## src/rtl/joy_db15_tx.sv

```systemverilog
// Device side of the DB15 serial joystick link: answers JOY_LOAD/JOY_CLK strobes with two players' buttons.
// Optional strobe glitch filter: define JOY_DB15_TX_DEGLITCH_EN.
module joy_db15_tx #(
    parameter int BITS        = 12,
    parameter int SYNC_STAGES = 2
) (
    input  logic            clk_sys,
    input  logic            RESET,
    input  logic [BITS-1:0] joy1_i,
    input  logic [BITS-1:0] joy2_i,
    input  logic            JOY_CLK,
    input  logic            JOY_LOAD,
    output logic            JOY_DATA,
    output logic            frame_done,
    output logic            bit_overrun
);

    localparam int FRAME = 2 * BITS;
    localparam int CW    = $clog2(FRAME + 1);
    localparam logic [CW-1:0] LAST_IDX = CW'(FRAME - 1);

    typedef enum logic [1:0] {
        ST_IDLE,
        ST_LOAD,
        ST_SHIFT,
        ST_DONE
    } state_t;

    // Strobe index 0 is JOY_CLK, index 1 is JOY_LOAD.
    logic [1:0] w_pin;
    logic [1:0] w_level;
    logic [1:0] w_prev;

    assign w_pin = {JOY_LOAD, JOY_CLK};

    genvar gi;
    generate
        for (gi = 0; gi < 2; gi++) begin : g_strobe
            logic [SYNC_STAGES-1:0] r_sync;
            logic                   r_prev;
            logic                   w_lvl;
`ifdef JOY_DB15_TX_DEGLITCH_EN
            logic                   r_last;

            always_ff @(posedge clk_sys) begin
                if (RESET) begin
                    r_last <= 1'b1;
                end else begin
                    r_last <= r_sync[SYNC_STAGES-1];
                end
            end

            // Level only follows the pin after two equal synced samples; r_prev holds it otherwise.
            assign w_lvl = (r_sync[SYNC_STAGES-1] == r_last) ? r_last : r_prev;
`else
            assign w_lvl = r_sync[SYNC_STAGES-1];
`endif

            always_ff @(posedge clk_sys) begin
                if (RESET) begin
                    r_sync <= '1;
                    r_prev <= 1'b1;
                end else begin
                    r_sync <= {r_sync[SYNC_STAGES-2:0], w_pin[gi]};
                    r_prev <= w_lvl;
                end
            end

            assign w_level[gi] = w_lvl;
            assign w_prev[gi]  = r_prev;
        end
    endgenerate

    logic w_clk_rise;
    logic w_load_fall;
    logic w_load_rise;

    assign w_clk_rise  =  w_level[0] & ~w_prev[0];
    assign w_load_fall = ~w_level[1] &  w_prev[1];
    assign w_load_rise =  w_level[1] & ~w_prev[1];

    state_t          r_state, w_state_next;
    logic [FRAME-1:0] r_sr, w_sr_next;
    logic [CW-1:0]   r_cnt, w_cnt_next;
    logic            r_done, w_done_next;
    logic            r_ovr, w_ovr_next;

    always_ff @(posedge clk_sys) begin
        if (RESET) begin
            r_state <= ST_IDLE;
            r_sr    <= '1;
            r_cnt   <= '0;
            r_done  <= 1'b0;
            r_ovr   <= 1'b0;
        end else begin
            r_state <= w_state_next;
            r_sr    <= w_sr_next;
            r_cnt   <= w_cnt_next;
            r_done  <= w_done_next;
            r_ovr   <= w_ovr_next;
        end
    end

    always_comb begin
        w_state_next = r_state;
        w_sr_next    = r_sr;
        w_cnt_next   = r_cnt;
        w_done_next  = 1'b0;
        w_ovr_next   = r_ovr;
        // A load fall outranks any clock edge seen in the same cycle.
        if (w_load_fall) begin
            w_state_next = ST_LOAD;
            w_sr_next    = {~joy1_i, ~joy2_i};
            w_cnt_next   = '0;
            w_ovr_next   = 1'b0;
        end else begin
            case (r_state)
                ST_LOAD: begin
                    if (w_load_rise) begin
                        w_state_next = ST_SHIFT;
                    end else begin
                        w_sr_next = {~joy1_i, ~joy2_i};
                    end
                end
                ST_SHIFT: begin
                    if (w_clk_rise) begin
                        w_sr_next  = {r_sr[FRAME-2:0], 1'b1};
                        w_cnt_next = r_cnt + 1'b1;
                        if (r_cnt == LAST_IDX) begin
                            w_done_next  = 1'b1;
                            w_state_next = ST_DONE;
                        end
                    end
                end
                ST_DONE: begin
                    if (w_clk_rise) begin
                        w_ovr_next = 1'b1;
                    end
                end
                default: begin
                end
            endcase
        end
    end

    assign JOY_DATA    = r_sr[FRAME-1];
    assign frame_done  = r_done;
    assign bit_overrun = r_ovr;

endmodule
```

## config.mk

```make
export PLATFORM = sky130hd
export DESIGN_NAME = joy_db15_tx
export DESIGN_NICKNAME = d
export VERILOG_FILES = /design/src/rtl/joy_db15_tx.sv
export SDC_FILE = /design/constraint.sdc
export NUM_CORES = 1
export LEC_CHECK = 0
export ABC_CLOCK_PERIOD_IN_PS = 2800
export CAP_MARGIN = 25
export CORE_UTILIZATION = 30
export CTS_BUF_LIST = sky130_fd_sc_hd__clkbuf_16
export DETAILED_ROUTE_END_ITERATION = 8
export DONT_BUFFER_PORTS = 1
export PLACE_DENSITY = 0.51
export SLEW_MARGIN = 5
export SYNTH_ARGS = -nofsm -noshare
export SYNTH_HDL_FRONTEND = slang
export SYNTH_SLANG_ARGS = --single-unit
export TNS_END_PERCENT = 1
```

## constraint.sdc

```tcl
create_clock -name clk_sys -period 2.8 [get_ports clk_sys]
set_input_delay 0.42 -clock clk_sys [delete_from_list [all_inputs] [get_ports clk_sys]]
set_output_delay 0.42 -clock clk_sys [all_outputs]
set_load 0.01 [all_outputs]
```

Word-level counts from Yosys, hierarchy flattened:

Cells that the tools add are included.

* flip-flop bits (word level): 39
* bits in latches: 0
* memory bits (writable): 0
* ROM bits: 0
* output and inout bits: 3
* word-level logic and storage cells: 51
* memories kept: 0

* add/sub/neg operators: 1
* multipliers: 0
* div/mod/pow operators: 0
* magnitude comparators: 0
* equality and inequality tests: 11
* shift-type cells: 0
* multiplexer cells: 10
* bitwise gates (word level): 10
* reductions and logical operators: 9

Operators by type and width (number)
* 24-bit 2-to-1 mux: 3
* 24-bit one-hot mux with 2 select lines: 1
* 12-bit inverter: 2
* 3-bit inequality test, second input constant: 4
* 4-bit AND reduction: 2
* 2-bit 2-to-1 mux: 3
* 2-bit inequality test, second input constant: 3
* 5-bit by 1-bit adder with 5-bit output, second input constant: 1
* 5-bit == test, second input constant: 1
* 1-bit inverter: 5
* 2-bit == test, second input constant: 2
* 2-bit one-hot mux with 2 select lines: 1
* 2-bit AND reduction: 2
* 4-bit OR reduction: 1
* 1-bit AND: 3
* 3-bit AND reduction: 1
* 3-bit nonzero test: 1
* 2-bit by 1-bit == test with 1-bit output, second input constant: 1
* 1-bit 2-to-1 mux: 2
* 2-bit nonzero test: 1
* 2-bit OR reduction: 1

Longest topological paths before layout:

* depth after elaboration: 5
* mapped depth: 7

Least setup slack after synthesis:

Ideal clock, no wire load.

* kind: register -> register
* start point: reg g_strobe[1].r_sync[1]
* end point: reg r_sr[1]
* data arrival time: 1.516 ns
* setup slack: 1.139 ns
* stages on the path, launching flop included: 8
* buffers on the path: 2
* period minus slack after synthesis: 1.661 ns
* cell sequence: dfxtp_1 inv_1 ha_1 or3b_1 buf_2 buf_6 mux2i_1 o221ai_1

* longest elaborated chain between the ends: 4

RTL lines
* start, declared: RTL line 39 `logic [SYNC_STAGES-1:0] r_sync;`
* start signal, assigned: RTL line 64 `r_sync <= {r_sync[SYNC_STAGES-2:0], w_pin[gi]};`
* 1-bit inverter: RTL line 79 `assign w_load_fall = ~w_level[1] & w_prev[1];`
* 1-bit AND: RTL line 79
* 3-bit inequality test (no source line) or 3-bit nonzero test (tied branches)
* 3-bit AND reduction (no source line)
* end signal, assigned: RTL line 97 `r_sr <= w_sr_next;`
* end, declared: RTL line 83 `logic [FRAME-1:0] r_sr, w_sr_next;`

Several ways; a longest one is shown, not always the timed one.
A chain may end at the register's enable or synchronous reset.

Final worst setup path:

* start point: reg g_strobe[1].r_sync[1]
* end point: reg r_sr[11]

Same word-level chain as after synthesis.

==> results.toml <==
[pwr]
ir_worst_vdd_v = 0.000281
power.switching_mw = 0.293
comb_power_share = 0.081
intPower_mw = 1.06
p_seq_frac = 0.453
powerDensity_nw_per_um2 = 652
power_mw = 1.35
clockPowerShare = 0.466
p_sw_frac = 0.217
p_leak_nw = 1.06

[placement]
dp_hpwl_mm = 2.37
place_area_um2 = 1900
routabilityCongestion = 0.671
port_buffers = 0

[logic_synthesis]
syn_nets = 235
synth_top_area_cell = "dfxtp_1"
yosysTopAreaCellShare = 0.414
ys_seq_area_frac = 0.414
yosys_register_bits = 39
synth.avg_cell_area_um2 = 9.29
yosysUniqueCellTypes = 30
synth_cells = 203
syn-cell-area_um2 = 1890
yosys-top-cells-area = "dfxtp_1 41%, mux2i_1 12%, o221ai_1 11%"
yosysWarnings = 0

[grt]
grt_max_degree = 25
grt_first_pass_wirelength_mm = 6.25
grt_pass1_vias = 1272
antenna_found_initial = 0
gr-total-overflow = 0
grt.total_usage = 0.126

[sta]
finalSetupViolCount = 0
finalCritPeriodShare = 0.642
slew_headroom = 0.748
clock_skew_ns = 0.00665
rsz0062_at_grt = "false"
fmax_mhz = 556
slew_viol_final = 0
layout_min_cycle_time_ns = 1.80
setup-tns-final_ns = 0
worstMarginPinSlew_ns = 0.378
finalHoldViolCount = 0

[outcome]
status = "finished clean"

[setup_path]
endpoint_kind = "register"
path_max_fanout = 24
cp.required_ns = 2.94
slowest_delay_ns = 0.44
crit_family = "compound AO/OA/AOI/OAI gates"
crit_arrival_ns = 1.94
slowest_stage = "o2111a_4"
critPathKind = "reg -> reg"
path_buf_inv = 2
critPathLaunchType = "register"
path_cells = "inv_1 > ha_1 > nand2_1 > buf_4 > o2111a_4 > o221ai_1"

[floorplan]
row_count = 28
die_h_um = 81.3
fp.dieW_um = 81.3
die-area_um2 = 6610
boundaryPins = 31
core-area_um2 = 5990
start_util = 0.315

[route]
first_pass_iters = 4
avgViaCountPerCell = 5.16
ant_nets = 0
num_vias = 1413
wirelength_mm = 3.83
wire_per_inst_um = 14.0
drtIter0Drc = 78
drc = 0

[layout]
diodes = 0
final_cell_area_um2 = 2070
final_cell_mix = "39 x dfxtp_1, 28 x inv_1, 25 x nand3_1, 23 x mux2i_1, 23 x o221ai_1"
nNetsFinal = 230
drive_gt1_frac = 0.0905
final_common_cell = "dfxtp_1"
syn_to_final_growth_pct = 9.62
fill_cells = 615

[cts]
clk_pin_slew_ns = 0.06
post-cts-setup-buffers = 0
clockRootBuffer = "clkbuf_16"
clock_latency_ns = 0.28
clockBufferDepth = 2
numCtsBuffers = 5
cts-resized-gates = 0
cts_tree = "built"
h-tree-depth = 2
clock-sinks = 39
cts_hold_buf = 0

[run]
max_cap_violations = 0

[worst_hold_path]
hp-class = "in -> reg"
power by group through the flow:
stage | sequential, mW | combinational [mW] | clock (mW)
2_1_floorplan | 0.617 | 0.0989 | 0
3_3_place_gp | 0.623 | 0.108 | 0
3_5_place_dp | 0.623 | 0.110 | 0
4_1_cts | 0.611 | 0.110 | 0.647
5_1_grt | 0.615 | 0.123 | 0.671
6_report | 0.611 | 0.109 | 0.629
state kept, by name (all words and copies together) (netlist names):
signal,count
r_state,2
frame_done,1
g_strobe.r_prev,2
r_sr,24
r_cnt,5
bit_overrun,1
g_strobe.r_sync,4
Yosys cell counts (all sizes together):
cell type,instances
a32oi,1
nand4bb,1
nand2,7
nor2b,1
buf,10
o221ai,23
o2111ai,1
or3b,2
clkinv,1
a211oi,2
or4,1
and4bb,1
xnor2,1
o21ai,4
or2,6
nand3,25
dfxtp,39
inv,28
nor4,1
a21oi,4
and4b,1
mux2i,23
a41oi,1
ha,4
nor2,5
o2111a,1
clkbuf,7
or3,2
stage by stage:
step | instances | setup slack (ns) | hold WS, ns | utilization
2_1_floorplan | 203 | 1.14 | 0.389 | -
3_5_place_dp | 266 | 0.988 | 0.394 | 0.318
4_1_cts | 274 | 0.991 | 0.214 | 0.345
6_report | 274 | 1.00 | 0.221 | 0.345
5_1_grt | 274 | 0.857 | 0.212 | 0.345
3_3_place_gp | 266 | 1.04 | 0.391 | 0.318
metal layers:
| layer | vias up | GRT usage | share of wire |
|---|---|---|---|
| met3 | 6 | 0.0315 | 0.044 |
| met5 | - | 0 | 0 |
| li1 | 716 | - | - |
| met2 | 34 | 0.175 | 0.41 |
| met1 | 657 | 0.178 | 0.52 |
| met4 | 0 | 0.0643 | 0.021 |
kinds of logic after synthesis:
logic type / after synthesis / synth area share
buf+inv: 46 / 0.118
fa+ha+maj: 4 / 0.0265
mux: 23 / 0.122
flops: 39 / 0.414
xor+xnor: 1 / 0.00464
simple gates: 53 / 0.155
compound gates: 37 / 0.160
final timing paths:
kind | from | endpoint | slack [ns] | cells after the start
max | g_strobe[1].r_sync[1]$_SDFF_PP1_ | r_sr[11]$_SDFFE_PP1P_ | 1.00 | 6
min | RESET | r_state[0]$_SDFFE_PP0P_ | 0.22 | 1
max reg2reg | g_strobe[1].r_sync[1]$_SDFF_PP1_ | r_sr[11]$_SDFFE_PP1P_ | 1.00 | 6
min reg2reg | g_strobe[1].r_sync[0]$_SDFF_PP1_ | g_strobe[1].r_sync[1]$_SDFF_PP1_ | 0.41 | 1
cell type report:
cell class                 count  area [um2]  share of cell area
clock buffer                   5         125              0.0605
multi-input combinational    118         883               0.427
sequential                    39         781               0.377
timing repair buffer           5        37.5              0.0181
inverter                      29         109              0.0526
clock inverter                 3        38.8              0.0188
tap                           75        93.8              0.0454
No activity file was read; power rests on OpenSTA's default activity.
